===== src/rtl/allocator_pkg.sv =====
// Shared allocator types: the free-list header record and the LSU request/response
// structs that carry it.
package allocator_pkg;

  localparam int DATA_W = 32;

  typedef enum logic [2:0] {
    LSU_NOP,
    LSU_LOCK,
    LSU_UNLOCK,
    LSU_LOAD,
    LSU_INSERT,
    LSU_DELETE
  } req_lsu_op_e;

  typedef struct packed {
    logic [DATA_W-1:0] addr;
    logic [DATA_W-1:0] size;
    logic [DATA_W-1:0] next_addr;
  } header_data_t;

  typedef struct packed {
    logic         val;
    req_lsu_op_e  lsu_op;
    header_data_t header_data;
  } header_data_req_t;

  typedef struct packed {
    logic         val;
    header_data_t header_data;
  } header_data_rsp_t;

endpackage


===== src/rtl/fit_alloc_calc.sv =====
// Combinational size alignment and block-split arithmetic for the allocator.
module fit_alloc_calc #(
  parameter int unsigned DATA_W      = 32,
  parameter int unsigned HEADER_SIZE = 16,
  parameter int unsigned ALIGN_LOG2  = 3,
  parameter int unsigned MIN_SPLIT   = 8
) (
  input  logic [DATA_W-1:0] size,
  input  logic [DATA_W-1:0] c_size,
  input  logic [DATA_W-1:0] c_addr,
  output logic [DATA_W:0]   req_a,
  output logic              overflow,
  output logic              split,
  output logic [DATA_W-1:0] new_addr,
  output logic [DATA_W-1:0] new_size
);

  localparam logic [DATA_W:0]   ALIGN_M = (DATA_W+1)'((1 << ALIGN_LOG2) - 1);
  localparam logic [DATA_W+1:0] SPLIT_X = (DATA_W+2)'(HEADER_SIZE + MIN_SPLIT);

  logic [DATA_W+1:0] need;

  assign req_a    = ({1'b0, size} + ALIGN_M) & ~ALIGN_M;
  assign overflow = req_a[DATA_W];
  // Extra headroom bit so req_a+header+min_split never wraps.
  assign need     = {1'b0, req_a} + SPLIT_X;
  assign split    = !overflow && ({2'b00, c_size} >= need);
  assign new_addr = c_addr + DATA_W'(HEADER_SIZE) + req_a[DATA_W-1:0];
  assign new_size = c_size - req_a[DATA_W-1:0] - DATA_W'(HEADER_SIZE);

endmodule


===== src/rtl/fit_alloc_core.sv =====
// Free-list allocator: locks the list, walks headers through the LSU, splits or
// unlinks the chosen block, unlocks. Define ALLOC_BEST_FIT_EN for best-fit search.
module fit_alloc_core
  import allocator_pkg::*;
#(
  parameter int unsigned       DATA_W      = allocator_pkg::DATA_W,
  parameter int unsigned       HEADER_SIZE = 16,
  parameter int unsigned       ALIGN_LOG2  = 3,
  parameter int unsigned       MIN_SPLIT   = 8,
  parameter logic [DATA_W-1:0] HEAD_ADDR   = 'h10,
  parameter int unsigned       MAX_WALK    = 64
) (
  input  logic              clk_i,
  input  logic              rst_ni,
  input  logic              req_alloc_valid_i,
  input  logic [DATA_W-1:0] size_to_allocate_i,
  output logic              core_ready_o,
  output logic              alloc_rsp_valid_o,
  output logic              alloc_rsp_ok_o,
  output logic [DATA_W-1:0] alloc_addr_o,
  input  logic              lsu_ready_i,
  output header_data_req_t  req_to_lsu_o,
  input  header_data_rsp_t  rsp_from_lsu_i
);

  localparam int WALK_W = $clog2(MAX_WALK + 1);

  typedef enum logic [3:0] {
    S_IDLE, S_LOCK, S_LOCK_W, S_LOAD, S_LOAD_W, S_CMP, S_INSERT, S_INSERT_W,
    S_LINK, S_LINK_W, S_UNLOCK, S_UNLOCK_W, S_DONE
  } state_e;

  state_e            state_q, state_d;
  logic [DATA_W-1:0] size_q, load_addr_q, addr_q;
  logic [WALK_W-1:0] walk_q;
  logic              ok_q;
  header_data_t      cur_q, prev_q, ins_q, link_q;
  header_data_t      pick_hdr, pick_prev;
  header_data_req_t  lsu_req;

  logic [DATA_W-1:0] calc_size, new_addr, new_size;
  logic [DATA_W:0]   req_a;
  logic              overflow, split;
  logic              fit_now, walk_end, have_pick, cmp_done;
  logic [DATA_W-1:0] unused_rsp_addr;

  assign unused_rsp_addr = rsp_from_lsu_i.header_data.addr;
  assign calc_size = (state_q == S_IDLE) ? size_to_allocate_i : size_q;

  fit_alloc_calc #(
    .DATA_W(DATA_W), .HEADER_SIZE(HEADER_SIZE), .ALIGN_LOG2(ALIGN_LOG2), .MIN_SPLIT(MIN_SPLIT)
  ) u_calc (
    .size     (calc_size),
    .c_size   (pick_hdr.size),
    .c_addr   (pick_hdr.addr),
    .req_a    (req_a),
    .overflow (overflow),
    .split    (split),
    .new_addr (new_addr),
    .new_size (new_size)
  );

  // Sentinel has size 0 and is excluded even though req_a is never 0 here.
  assign fit_now  = (cur_q.size != '0) && ({1'b0, cur_q.size} >= req_a);
  assign walk_end = (cur_q.next_addr == '0) || (walk_q == WALK_W'(MAX_WALK));

`ifdef ALLOC_BEST_FIT_EN
  header_data_t best_q, best_prev_q;
  logic         best_vld_q, take_now;

  assign take_now  = fit_now && (!best_vld_q || (cur_q.size < best_q.size));
  assign pick_hdr  = take_now ? cur_q  : best_q;
  assign pick_prev = take_now ? prev_q : best_prev_q;
  assign have_pick = take_now || best_vld_q;
  assign cmp_done  = walk_end;

  always_ff @(posedge clk_i or negedge rst_ni) begin
    if (!rst_ni) begin
      best_q      <= '0;
      best_prev_q <= '0;
      best_vld_q  <= 1'b0;
    end else if (state_q == S_IDLE && req_alloc_valid_i) begin
      best_vld_q  <= 1'b0;
    end else if (state_q == S_CMP && take_now) begin
      best_q      <= cur_q;
      best_prev_q <= prev_q;
      best_vld_q  <= 1'b1;
    end
  end
`else
  assign pick_hdr  = cur_q;
  assign pick_prev = prev_q;
  assign have_pick = fit_now;
  assign cmp_done  = fit_now || walk_end;
`endif

  always_ff @(posedge clk_i or negedge rst_ni) begin
    if (!rst_ni) state_q <= S_IDLE;
    else         state_q <= state_d;
  end

  always_comb begin
    state_d = state_q;
    lsu_req = '0;
    unique case (state_q)
      S_IDLE:
        if (req_alloc_valid_i)
          state_d = ((size_to_allocate_i == '0) || overflow) ? S_DONE : S_LOCK;
      S_LOCK: begin
        lsu_req.val    = 1'b1;
        lsu_req.lsu_op = LSU_LOCK;
        if (lsu_ready_i) state_d = S_LOCK_W;
      end
      S_LOCK_W:   if (rsp_from_lsu_i.val) state_d = S_LOAD;
      S_LOAD: begin
        lsu_req.val                   = 1'b1;
        lsu_req.lsu_op                = LSU_LOAD;
        lsu_req.header_data.addr      = load_addr_q;
        if (lsu_ready_i) state_d = S_LOAD_W;
      end
      S_LOAD_W:   if (rsp_from_lsu_i.val) state_d = S_CMP;
      S_CMP:
        if (!cmp_done)      state_d = S_LOAD;
        else if (!have_pick) state_d = S_UNLOCK;
        else                state_d = split ? S_INSERT : S_LINK;
      S_INSERT: begin
        lsu_req.val         = 1'b1;
        lsu_req.lsu_op      = LSU_INSERT;
        lsu_req.header_data = ins_q;
        if (lsu_ready_i) state_d = S_INSERT_W;
      end
      S_INSERT_W: if (rsp_from_lsu_i.val) state_d = S_LINK;
      S_LINK: begin
        lsu_req.val         = 1'b1;
        lsu_req.lsu_op      = LSU_DELETE;
        lsu_req.header_data = link_q;
        if (lsu_ready_i) state_d = S_LINK_W;
      end
      S_LINK_W:   if (rsp_from_lsu_i.val) state_d = S_UNLOCK;
      S_UNLOCK: begin
        lsu_req.val    = 1'b1;
        lsu_req.lsu_op = LSU_UNLOCK;
        if (lsu_ready_i) state_d = S_UNLOCK_W;
      end
      S_UNLOCK_W: if (rsp_from_lsu_i.val) state_d = S_DONE;
      S_DONE:     state_d = S_IDLE;
      default:    state_d = S_IDLE;
    endcase
  end

  always_ff @(posedge clk_i or negedge rst_ni) begin
    if (!rst_ni) begin
      size_q      <= '0;
      load_addr_q <= '0;
      addr_q      <= '0;
      walk_q      <= '0;
      ok_q        <= 1'b0;
      cur_q       <= '0;
      prev_q      <= '0;
      ins_q       <= '0;
      link_q      <= '0;
    end else begin
      unique case (state_q)
        S_IDLE:
          if (req_alloc_valid_i) begin
            size_q <= size_to_allocate_i;
            walk_q <= '0;
            ok_q   <= 1'b0;
            addr_q <= '0;
            cur_q  <= '0;
            prev_q <= '0;
          end
        S_LOCK_W:
          if (rsp_from_lsu_i.val) load_addr_q <= HEAD_ADDR;
        S_LOAD_W:
          if (rsp_from_lsu_i.val) begin
            // Address comes from our own request; the response only supplies size/next.
            cur_q  <= '{addr: load_addr_q,
                        size: rsp_from_lsu_i.header_data.size,
                        next_addr: rsp_from_lsu_i.header_data.next_addr};
            walk_q <= walk_q + 1'b1;
          end
        S_CMP: begin
          prev_q      <= cur_q;
          load_addr_q <= cur_q.next_addr;
          if (cmp_done && have_pick) begin
            ok_q   <= 1'b1;
            addr_q <= pick_hdr.addr + DATA_W'(HEADER_SIZE);
            ins_q  <= '{addr: new_addr, size: new_size, next_addr: pick_hdr.next_addr};
            link_q <= '{addr: pick_prev.addr, size: pick_prev.size,
                        next_addr: split ? new_addr : pick_hdr.next_addr};
          end
        end
        default: ;
      endcase
    end
  end

  assign core_ready_o      = rst_ni && (state_q == S_IDLE);
  assign alloc_rsp_valid_o = (state_q == S_DONE);
  assign alloc_rsp_ok_o    = alloc_rsp_valid_o && ok_q;
  assign alloc_addr_o      = alloc_rsp_valid_o ? addr_q : '0;
  assign req_to_lsu_o      = lsu_req;

endmodule


===== config.mk =====
export PLATFORM = sky130hd
export DESIGN_NAME = fit_alloc_core
export DESIGN_NICKNAME = d
export VERILOG_FILES = /design/src/rtl/allocator_pkg.sv /design/src/rtl/fit_alloc_calc.sv /design/src/rtl/fit_alloc_core.sv
export SDC_FILE = /design/constraint.sdc
export NUM_CORES = 1
export LEC_CHECK = 0
export BUFFER_PORTS_ARGS = -buffer_cell sky130_fd_sc_hd__buf_4
export CAP_MARGIN = 20
export CORE_MARGIN = 2
export CORE_UTILIZATION = 45
export CTS_CLUSTER_SIZE = 24
export DETAILED_ROUTE_END_ITERATION = 7
export PLACE_DENSITY = 0.63
export SLEW_MARGIN = 30
export SYNTH_ARGS = -nofsm -noshare
export SYNTH_HDL_FRONTEND = slang
export SYNTH_SLANG_ARGS = --single-unit

===== constraint.sdc =====
create_clock -name clk_i -period 8.4 [get_ports clk_i]
set_clock_uncertainty 0.2 [all_clocks]
set_input_delay 1.68 -clock clk_i [delete_from_list [all_inputs] [get_ports clk_i]]
set_output_delay 1.68 -clock clk_i [all_outputs]
set_load 0.02 [all_outputs]

* After elaboration in Yosys (flattened, before gate mapping) *
Cells that the tools add are included.

storage, ports and cells
  memories kept = 0
  logic and storage cells = 111
  output and inout bits = 135
  latch bits = 0
  ROM bits = 0
  register bits = 460
  input port bits = 133
  RAM bits = 0

operators by class
  div/mod/pow operators = 0
  multiplexer cells = 37
  reductions and logical operators = 23
  multipliers = 0
  bitwise gates (word level) = 0
  add/subtract/negate cells = 7
  shifts and indexed selects = 0
  $lt $le $gt $ge = 2
  eq/ne operators = 25

operators by type and width
  operator                                            number
  case mux 96 bit (2 select lines)                    2
  2-to-1 mux 32 bit                                   6
  2-to-1 mux 96 bit                                   2
  case mux 32 bit (2 select lines)                    2
  case mux 64 bit (2 select lines)                    1
  case mux 32 bit (3 select lines)                    1
  zero test 32 bit                                    2
  2-to-1 mux 4 bit                                    15
  case mux 4 bit (12 select lines)                    1
  adder 33 x 5 -> 34 bit, second input constant       1
  >= comparator 32 x 34 -> 1 bit                      1
  adder 32 x 3 -> 33 bit, second input constant       1
  >= comparator 32 x 33 -> 1 bit                      1
  adder 32 bit                                        1
  adder 32 x 5 -> 32 bit, second input constant       1
  nonzero test 32 bit                                 1
  subtractor 32 bit                                   1
  subtractor 32 x 5 -> 32 bit, second input constant  1
  != test 2 bit, second input constant                12
  == test 4 bit, second input constant                5
  case mux 4 bit (5 select lines)                     1
  == test 4 x 3 -> 1 bit, second input constant       4
  2-to-1 mux 7 bit                                    2
  case mux 7 bit (2 select lines)                     1
  14 further kinds                                    28

* Logic depth before layout (Yosys ltp) *
Gate-level depths: netlist (run 1).

  depth in word-level cells = 10
  gate-level depth with buffers = 29
  depth with buffers taken out = 25

* By module *
A second synthesis (run 1) with hierarchy kept.

second synthesis, totals
  cell total of the unflattened synthesis = 2529
  area, all modules = 26964.6 um^2

by module, submodules not included
  module          instances  cells an instance  sequential area each (um^2)  area an instance (um^2)
  fit_alloc_core  1          1791               11511.0                      21576.9
  fit_alloc_calc  1          738                0.0                          5387.7

* Worst setup path before layout (run 1) *
OpenSTA, ideal clock, no wires.

  path type = input -> register
  start point = input port size_to_allocate_i[2]
  end point = register link_q[10] (netlist bit)
  arrival = 6939 ps
  setup time = 132 ps
  data required time = 8068 ps
  stages = 27
  setup slack = 1129 ps
  cells stage by stage = nor3_1 -> mux2_2 -> nor3_1 -> nor2b_1 -> inv_1 -> ha_1 -> nor2_1 -> o2111ai_1 -> nor3_1 -> nand4_1 -> or3_1 -> or2_2 -> nor3_1 -> xnor2_1 -> ha_1 -> nand4_1 -> or3_1 -> or4_1 -> o22ai_1 -> a2111oi_0 -> o21ai_0 -> o21ai_0 -> o21ba_1 -> buf_6 -> buf_4 -> mux2i_1 -> o21ai_1

on the way
  longest elaborated chain between the ends = 7
  elaborated cells between the ends (all ways) = 13
  those cells by class = add/sub (3); order compare (2); mux (2); reduce/logical (6)

RTL lines
  what                                                            RTL line               RTL
  from (decl)                                                     fit_alloc_core.sv:16   input logic [DATA_W-1:0] size_to_allocate_i,
  2-to-1 mux 32 bit (*)                                           fit_alloc_core.sv:48   assign calc_size = (state_q == S_IDLE) ? size_to_allocate_i : size_q;
  adder 32 x 3 -> 33 bit (*)                                      fit_alloc_calc.sv:23   assign req_a = ({1'b0, size} + ALIGN_M) & ~ALIGN_M;
  branches (longest 5 deep; another with adder 33 x 5 -> 34 bit)  n/a
  to (signal assigned)                                            fit_alloc_core.sv:190  link_q <= '{addr: pick_prev.addr, size: pick_prev.size,
  to (decl)                                                       fit_alloc_core.sv:37   header_data_t cur_q, prev_q, ins_q, link_q;

Mark *: on every way between the ends.
A chain may end at the register's enable or synchronous reset.

* Worst setup path after layout (run 1) *
  start point = register state_q[1]
  end point = register link_q[18] (netlist bit)

on the way
  longest elaborated chain between the ends = 8
  elaborated cells between the ends (all ways) = 15
  those cells by class = add/sub (3); order compare (2); eq/ne (1); mux (2); reduce/logical (7)

RTL lines
  what                                                            RTL line              RTL
  from (decl)                                                     fit_alloc_core.sv:33  state_e state_q, state_d;
  from (signal assigned)                                          fit_alloc_core.sv:99  else state_q <= state_d;
  branches (longest 8 deep; another with adder 33 x 5 -> 34 bit)  n/a

Parallel ways; which one is timed is not known.

==> run_results.csv, run 1 <==
group,metric,value,unit
outcome,outcome,"finished, final reports clean",
clocking,cts.htree.levels,2,
cells_and_area,drive_above_1_share,13.7,%
global_routing,grt_usage,28.3,%
worst_setup_path,max_stage_delay,750,ps
pwr,p_per_area,427,nW/um^2
worst_setup_path,cp_max_fo,17,
worst_setup_path,crit_required,8690,ps
yosys,synth_area_per_cell,8.90,sq um
placed_design,hpwlAfterDp,61400,um
routing,routedWlPerCell,21.8,um
routing,routed_wl,86500,um
worst_setup_path,startpoint_type,"flop",
pwr,power.total,13300,uW
pwr,pwr-share-clk,18.9,%
timing,fin_crit_sh,88.4,%
clocking,clockRootBuffer,"clkbuf_16",
clocking,cts.repair.resized,0,
pwr,pwr-share-comb,52.9,%
yosys,ys.warnings.count,0,
floorplanning,io_pins,268,
cells_and_area,fillers,5305,
cells_and_area,layout_commonest_cell,"nand2_1",
routing,antenna_left,0,
clocking,clock_path_buffers,3,
yosys,synth_seq_cells,460,
pwr,peakVddDrop,0.186,mV
timing,setup_viol,0,
placed_design,gp_congestion,0.939,
pwr,seqPwrFrac,28.2,%
timing,setup_tns,0,ps
floorplanning,dieArea,60600,sq um
clocking,cts.sinks,460,
yosys,synthFlopType,"dfrtp_1",
timing,period_needed,7430,ps
clocking,cts_tree,"done",
yosys,synth_nets,3270,
worst_hold_path,min_path_type,"reg2reg",
pwr,p_int,7250,uW
cells_and_area,n_antenna_cell,0,
worst_setup_path,cp_common_cell,"nor3_1",
global_routing,grt_max_degree,163,
floorplanning,fp.dieW,246,um
cells_and_area,design_area,31200,sq um
pwr,p_switching,6070,uW
routing,route.detailed.vias_per_inst,5.75,
yosys,synth_cells,2964,
global_routing,grt.overflow.total,0,
cells_and_area,final_core_util,53.9,%
floorplanning,core,57800,sq um
floorplanning,start_util,45.6,%
global_routing,antenna_found_initial,0,
routing,vias,22814,
run,drv_cap,0,
global_routing,grt_pass1_wl,132000,um
yosys,netlist_area,26400,sq um
worst_setup_path,worst-setup-path-type,"reg2reg",
placed_design,port_buffers,235,
timing,hold_viol,0,
clocking,clkLatencyLatePin,610,ps
floorplanning,fp.dieH,246,um
cells_and_area,regArea,11500,sq um
yosys,synth.distinct_cells,73,
timing,max-slew-margin-rel,34.3,%
placed_design,place_inst,3871,
worst_setup_path,critPathArrivalTime,7720,ps
clocking,numCtsBuffers,52,
placed_design,dpl_cell_area,29200,sq um
global_routing,grt_pass1_vias,21767,
yosys,seq_area_frac_synth,43.6,%
cells_and_area,final_nets,3468,
cells_and_area,area_growth,18.2,%
routing,drc,0,
yosys,synth_edf_count,0,
clocking,post_cts_buffers,0,
worst_setup_path,end_kind,"flop",
timing,drv_slew,0,
pwr,power_leakage,0.0161,uW
routing,first_iter_violations,2414,
worst_setup_path,slowest_stage,"or4_4",
cells_and_area,multi_input_area,13600,sq um
timing,timing.fmax,135,MHz
routing,dr.pass1.iters,6,
cells_and_area,most-common-layout-cells,"nand2_1, dfrtp_1, buf_4, a22o_1, ha_1",
clocking,cts.clk_slew.worst_paths,60,ps
floorplanning,rows,88,
cells_and_area,fin_cells,3971,
clocking,cts_hold_buffers,0,
timing,worstMarginPinSlew,986,ps
pwr,swShare,45.6,%
timing,rsz0062_at_grt,"false",
yosys,async_flop_share,100,%
-- metal layers --
metal	vias to the layer above	wire length, um	part of all wire (%)	global-route usage [%]
met5	-	0	0	0
met4	0	3120	3.6	10.4
met3	125	6450	7.5	4.89
met2	868	35800	41	39.6
met1	11103	41100	48	43.2
li1	10718	-	-	-
-- through the flow --
stage,hold slack [ps],setup WS [ps]
finish,264,974
global route,285,427
CTS,266,1040
detailed placement,251,436
global placement,247,530
floorplan,238,1130
-- cells in the mapped netlist (55+ instances only) --
library cell | number | share of area (%)
and3_1 | 55 | 1.3
nand3_1 | 129 | 2.4
ha_1 | 172 | 8.2
clkbuf_1 | 142 | 2.0
dfrtp_1 | 460 | 44
a21oi_1 | 75 | 1.4
nor2_1 | 96 | 1.4
a22o_1 | 195 | 6.5
xnor2_1 | 84 | 2.8
nand2_1 | 723 | 10
inv_1 | 171 | 2.4
mux2i_1 | 60 | 2.3
o21ai_0 | 135 | 2.6
-- state kept, by name (all words and copies together) (netlist names) --
signal	cells
addr_q	32
load_addr_q	32
state_q	4
size_q	32
link_q	96
cur_q	96
ok_q	1
walk_q	7
pick_prev	64
ins_q	96
-- area by class of cell --
class / count / area share, %
clock buffer: 76 / 4.98
clock inverter: 22 / 1.16
inverter: 171 / 2.06
multi-input combinational: 2167 / 43.8
sequential: 460 / 36.9
tap: 765 / 3.07
timing repair buffer: 310 / 8.06
-- power by group through the flow --
stage	combinational [uW]	clock [uW]	sequential [uW]
floorplan	4800	0	3430
global placement	6810	0	3730
detailed placement	6930	0	3760
CTS	6970	2550	3730
global route	7750	2640	3850
finish	7050	2520	3750
-- worst max-delay path: cells and delay by family, from the launching register on --
kind                       cells  cell delay (ps)
AOI/OAI and AO/OA              7             1080
xor gates and xnor gates       1              100
adders and majority gates      2              490
buffers and inverters          4              500
DFF                            1              580
muxes                          2              660
and+or+nand+nor               12             3650
-- worst paths after layout --
| path | from | endpoint | slack (ps) | cells past startpoint |
|---|---|---|---|---|
| min | pick_prev[87] | link_q[87] | 260 | 2 |
| max | state_q[1] | link_q[18] | 970 | 28 |
| max in group asynchronous | rst_ni | cur_q[16] | 5220 | 4 |
| min in group asynchronous | rst_ni | cur_q[41] | 890 | 1 |
| max reg2reg | state_q[1] | link_q[18] | 970 | 28 |
| min reg2reg | pick_prev[87] | link_q[87] | 260 | 2 |
-- logic make-up (layout without fill, tap and decap cells) --
family                   count (synthesis)  after routing  share of synthesized area (%)
buffers and inverters                  337            579                           4.94
XOR/XNOR                               133            133                           4.42
adder cells (fa/ha/maj)                173            173                           8.23
multiplexers                            65             65                           2.49
AND/OR/NAND/NOR                       1187           1187                           19.7
AO/OA/AOI/OAI                          609            609                           16.5
flip-flops                             460            460                           43.6
(Power assumes the default switching activity.)
==> inputs of run 2 (changes only) <==
PLACE_DENSITY = 0.62   (was 0.63)
RECOVER_POWER = 25   (was unset)
SYNTH_HIERARCHICAL = 1   (was unset)
==> run 2 against run 1 <==
Maximum frequency fell by 1.0%; non-clock buffer count fell by 46; the run now ends with capacitance limit, slew limit left; combinational power fell by 13%; sequential cell count did not move; core utilization fell by 1.5 points; sequential share of layout area rose by 0.22 points; worst hold slack improved by 3.6 ps; highest routed layer is now met5; largest power group unchanged; critical path type unchanged.
==> run_results.csv, run 2 <==
group,metric,value,unit
outcome,outcome,"finished, violations left",
outcome,violations,"capacitance limit, slew limit",
routing,drc,0,
worst_hold_path,min_path_type,"reg2reg",
cells_and_area,final_core_util,52.4,%
pwr,power.total,11900,uW
floorplanning,dieArea,61900,sq um
yosys,ys.warnings.count,6,
worst_setup_path,worst-setup-path-type,"reg2reg",
floorplanning,rows,89,
cells_and_area,area_growth,15.0,%
global_routing,grt_max_degree,170,
clocking,cts_tree,"done",
timing,fin_crit_sh,89.3,%
timing,setup_viol,0,
yosys,synth_top_cell_by_area,"dfrtp_1",
cells_and_area,layout_commonest_cell,"dfrtp_1",
placed_design,port_buffers,235,
routing,antenna_left,0,
placed_design,hpwlAfterDp,52800,um
worst_setup_path,end_kind,"flop",
clocking,cts.sinks,460,
clocking,numCtsBuffers,52,
routing,route.detailed.vias_per_inst,5.76,
timing,worstMarginPinSlew,3980,ps
worst_setup_path,r2r-end,"link_q[31]",
yosys,seq_area_frac_synth,42.7,%
timing,timing.fmax,133,MHz
worst_setup_path,r2r_slack,900,ps
clocking,cts.clk_slew.worst_paths,60,ps
run,drv_cap,5,
routing,routedWlPerCell,22.1,um
timing,setup_tns,0,ps
floorplanning,start_util,45.6,%
worst_setup_path,cp_max_fo,18,
yosys,synth_most_common_cell,"dfrtp_1",
yosys,synth_seq_cells,460,
floorplanning,fp.dieH,249,um
cells_and_area,reg.largest.list,"cur_q x96, ins_q x96, link_q x96",
yosys,synth_area_per_cell,10.7,sq um
yosys,synth_edf_count,0,
worst_setup_path,rr_worst_depth,21,
floorplanning,core,59100,sq um
floorplanning,io_pins,268,
cells_and_area,design_area,31000,sq um
timing,period_needed,7500,ps
yosys,synth.area.top_cells,"dfrtp_1, ha_1, mux2_4",
cells_and_area,final_nets,3018,
timing,rsz0062_at_grt,"false",
global_routing,grt_usage,24.9,%
yosys,synth.distinct_cells,75,
timing,drv_slew,216,
clocking,clock_path_buffers,3,
placed_design,gp_congestion,0.921,
global_routing,antenna_found_initial,1,
yosys,netlist_area,27000,sq um
cells_and_area,n_antenna_cell,0,
clocking,clockRootBuffer,"clkbuf_16",
yosys,synth_cells,2529,
timing,max-slew-margin-rel,-165,%
worst_setup_path,timing.rr.start,"state_q[0]",
worst_setup_path,crit_required,8690,ps
cells_and_area,drive_above_1_share,22.9,%
yosys,netlist.area_leader.share,42.7,%
worst_hold_path,hold-path-endpoint,"ok_q",
placed_design,dpl_cell_area,29200,sq um
clocking,cts.repair.resized,0,
routing,routed_wl,77800,um
clocking,clkLatencyLatePin,620,ps
cells_and_area,most-common-layout-cells,"dfrtp_1, nand2_1, buf_4, a22o_1, inv_1",
clocking,post_cts_buffers,0,
clocking,cts.htree.levels,2,
pwr,power_leakage,0.0157,uW
global_routing,grt.overflow.total,0,
timing,hold_viol,0,
global_routing,grt_pass1_vias,20845,
clocking,cts_hold_buffers,0,
worst_hold_path,worstHoldStart,"ok_q",
pwr,p_per_area,383,nW/um^2
floorplanning,fp.dieW,249,um
routing,vias,20280,
routing,first_iter_violations,1552,
worst_setup_path,startpoint_type,"flop",
yosys,synthFlopType,"dfrtp_1",
yosys,synth_commonest_cells,"dfrtp_1, nand2_1, a22o_1, inv_1, ha_1",
worst_hold_path,hold_depth,1,
yosys,async_flop_share,100,%
routing,dr.pass1.iters,6,
global_routing,grt_pass1_wl,122000,um
pwr,peakVddDrop,0.211,mV
worst_setup_path,critPathArrivalTime,7790,ps
run 2: cell count changes after synthesis, moves of 37 or more:
cell,delta
and2_1,+37
clkbuf_1,-51
mux2_2,+137
mux2_4,+117
nand2_1,-421
o21ai_0,-110
run 2: through the flow:
step	std cells	hold slack (ps)	setup WS (ps)
finish	3522	267	899
floorplan	2531	241	1710
global route	3522	295	316
global placement	3423	254	798
CTS	3520	273	698
detailed placement	3423	259	684
run 2: worst max path at each step:
stage                          startpoint  cells past startpoint          to  slack [ps]
floorplan           size_to_allocate_i[2]                     22  link_q[10]        1710
finish                         state_q[0]                     21  link_q[31]         900
global route                       rst_ni                      4   ins_q[84]         320
global placement    size_to_allocate_i[6]                     20  link_q[31]         800
CTS                            state_q[0]                     20  link_q[31]         700
detailed placement             state_q[0]                     20  link_q[31]         680
run 2: routing by layer:
layer / vias to the layer above / wire length, um / track usage [%]
li1: 9339 / - / -
met1: 10196 / 34700 / 33.9
met2: 605 / 36400 / 40.4
met3: 138 / 4200 / 3.96
met4: 2 / 2510 / 8.81
met5: - / 10 / 0
run 2: kinds of logic after synthesis:
kind of cell               Yosys count  share of synthesized area, %
xor gates and xnor gates           147                          4.77
and+or+nand+nor                    661                          11.5
buffers and inverters              331                          5.77
adders and majority gates          179                          8.33
muxes                              292                          13.7
AOI/OAI and AO/OA                  458                          13.2
other                                1                        0.0139
DFF                                460                          42.7
run 2: report_power, final:
part	internal [uW]	switching, uW
registers	2810	579
logic	2660	3490
clock network	1390	952
total	6870	5020
run 2: critical path, stage by stage, from the launching register on:
cell and delay, ps:
dfrtp_1 640, nor4_4 550, buf_4 270, mux2_2 260
and3_1 380, nand4_2 270, nor2_2 320, and2_1 230
and3_1 250, xor2_1 600, ha_1 360, ha_1 390
a21o_1 200, a21o_1 170, a2111oi_0 560, o311ai_1 230
a221oi_1 480, o31ai_1 140, a21oi_1 190, xnor2_1 140
mux2_2 280, mux2_2 260
run 2: final cells by class:
cell class                      count  area, sq um
Multi-Input combinational cell   1740        14000
Inverter                          188          706
Tap cell                          773          967
Sequential cell                   460        11500
Fill cell                        5218        28100
Timing Repair Buffer              264         2080
Clock buffer                       76         1490
Clock inverter                     21          275
==> inputs of run 3 (changes only) <==
CORE_MARGIN = unset   (was 2)
==> run 3 against run 2 <==
The flow finishes with violations (DRC, capacitance limit, slew limit); total power down 0.13%; non-clock buffer count down 2; wire length up 0.65%; die area down 1.6%; count of clock-buffer cells in the layout down 5; combinational power up 1%; sequential power about the same; core utilization down 0.19 points.
==> run_results.csv, run 3 (synthesis results as in run 2) <==
group,metric,value,unit
global_routing,grt_max_degree,155,
placed_design,place_inst,3423,
routing,antenna_left,0,
routing,routedWlPerCell,22.3,um
timing,period_needed,7700,ps
worst_setup_path,worst-setup-path-type,"reg2reg",
worst_setup_path,startpoint_type,"flop",
routing,routed_wl,78300,um
worst_setup_path,slowest_stage,"nor4_4",
cells_and_area,drive_above_1_share,22.8,%
placed_design,gp_congestion,0.915,
worst_hold_path,min_path_type,"reg2reg",
routing,first_iter_violations,1592,
pwr,p_int,6810,uW
clocking,cts.clk_slew.worst_paths,60,ps
timing,hold_viol,0,
clocking,cts.sinks,460,
global_routing,grt_pass1_vias,20846,
clocking,clkLatencyLatePin,610,ps
floorplanning,fp.dieH,247,um
cells_and_area,area_growth,14.6,%
worst_setup_path,crit_required,8690,ps
worst_setup_path,max_stage_delay,850,ps
cells_and_area,fin_cells,3518,
worst_setup_path,cp-startpoint,"state_q[1]",
floorplanning,start_util,45.6,%
floorplanning,core,59100,sq um
worst_setup_path,cp_max_fo,25,
timing,setup_viol,0,
clocking,post_cts_buffers,0,
clocking,cts.repair.resized,0,
floorplanning,fp.dieW,247,um
pwr,seqPwrFrac,28.4,%
worst_hold_path,worstHoldStart,"ok_q",
pwr,power.total,11900,uW
pwr,swShare,42.7,%
routing,route.detailed.vias_per_inst,5.80,
worst_setup_path,end_kind,"flop",
cells_and_area,most-common-layout-cells,"dfrtp_1, nand2_1, buf_4, a22o_1, inv_1",
timing,setup_tns,0,ps
worst_setup_path,timing.rr.start,"state_q[1]",
pwr,power_leakage,0.0156,uW
global_routing,grt_usage,25.9,%
floorplanning,dieArea,60900,sq um
pwr,peakVddDrop,0.207,mV
clocking,cts_tree,"done",
outcome,violations,"DRC, capacitance limit, slew limit",
cells_and_area,reg.largest.list,"cur_q x96, ins_q x96, link_q x96",
timing,max-slew-margin-rel,-158,%
global_routing,antenna_found_initial,1,
global_routing,grt_pass1_wl,123000,um
global_routing,grt.overflow.total,0,
timing,fin_crit_sh,91.7,%
placed_design,port_buffers,235,
worst_setup_path,critPathArrivalTime,7990,ps
cells_and_area,layout_commonest_cell,"dfrtp_1",
routing,dr.pass1.iters,8,
timing,timing.fmax,130,MHz
run,drv_cap,4,
worst_setup_path,r2r_slack,700,ps
pwr,pwr-share-comb,52.3,%
cells_and_area,final_core_util,52.2,%
timing,drv_slew,411,
routing,vias,20416,
timing,worstMarginPinSlew,3860,ps
floorplanning,rows,89,
routing,drc,30,
pwr,p_per_area,384,nW/um^2
pwr,pwr-share-clk,19.2,%
worst_setup_path,crit_chain,"nor4_4 -> buf_4 -> mux2_2 -> nand4_1 -> nor2_2 -> and2_1 -> nand2_1 -> xnor2_1 -> ha_1 -> ha_1 -> a21o_1 -> a21o_1 -> a21o_1 -> a2111oi_0 -> o311ai_1 -> a221oi_1 -> o31ai_1 -> a21oi_1 -> xnor2_1 -> mux2_2 -> mux2_2",
outcome,outcome,"finished, violations left",
placed_design,hpwlAfterDp,53200,um
clocking,cts_hold_buffers,0,
clocking,clockRootBuffer,"clkbuf_16",
floorplanning,io_pins,268,
cells_and_area,final_nets,3015,
timing,rsz0062_at_grt,"false",
pwr,p_switching,5060,uW
clocking,cts.htree.levels,2,
clocking,clock_path_buffers,3,
clocking,numCtsBuffers,51,
==> run 3: metal layers <==
| metal | vias up | global-route usage (%) | share of wire, % |
|---|---|---|---|
| met5 | - | 0 | 0.017 |
| met4 | 2 | 8.95 | 2.9 |
| met3 | 132 | 3.31 | 5.5 |
| met2 | 622 | 42.3 | 47 |
| met1 | 10325 | 35.3 | 44 |
| li1 | 9335 | - | - |
==> run 3: final cells by class <==
class / count / area (sq um)
fillers: 5191 / 28200
multi-input cells: 1740 / 14000
inverters: 188 / 706
flip-flops and latches: 460 / 11500
diodes: 1 / 2.50
repair buffers: 262 / 2020
clock inverters: 23 / 278
well taps: 773 / 967
clock buffers: 71 / 1420
==> run 3: critical path: cells and delay by family (launching register included) <==
kind | cells | cell delay [ps]
buffers and inverters | 1 | 480
DFF | 1 | 540
AOI/OAI and AO/OA | 8 | 2210
and+or+nand+nor | 5 | 1750
xor gates and xnor gates | 2 | 780
muxes | 3 | 880
adders and majority gates | 2 | 730
==> run 3: through the flow <==
step | worst slack, ps | hold slack (ps) | cell area [sq um]
finish | 696 | 273 | 30900
global placement | 821 | 251 | 29200
CTS | 850 | 276 | 30900
global route | 384 | 289 | 30900
floorplan | 1710 | 241 | 27000
detailed placement | 724 | 262 | 29200
==> run 3: power groups by stage <==
| stage | clock network, uW | logic (uW) | registers (uW) |
|---|---|---|---|
| after floorplan | 0 | 4620 | 3150 |
| after global placement | 0 | 5970 | 3380 |
| after global routing | 2410 | 6850 | 3450 |
| after detailed placement | 0 | 6150 | 3400 |
| final | 2280 | 6210 | 3380 |
| after CTS | 2330 | 6200 | 3370 |
==> run 3: path summary, 6_finish.rpt <==
path / depth (start not counted) / endpoint
hold / removal: 1 / ok_q
setup / recovery: 21 / link_q[31]
max in group asynchronous: 2 / pick_prev[33]
min in group asynchronous: 1 / ins_q[28]
hold reg to reg: 1 / ok_q
setup reg to reg: 21 / link_q[31]
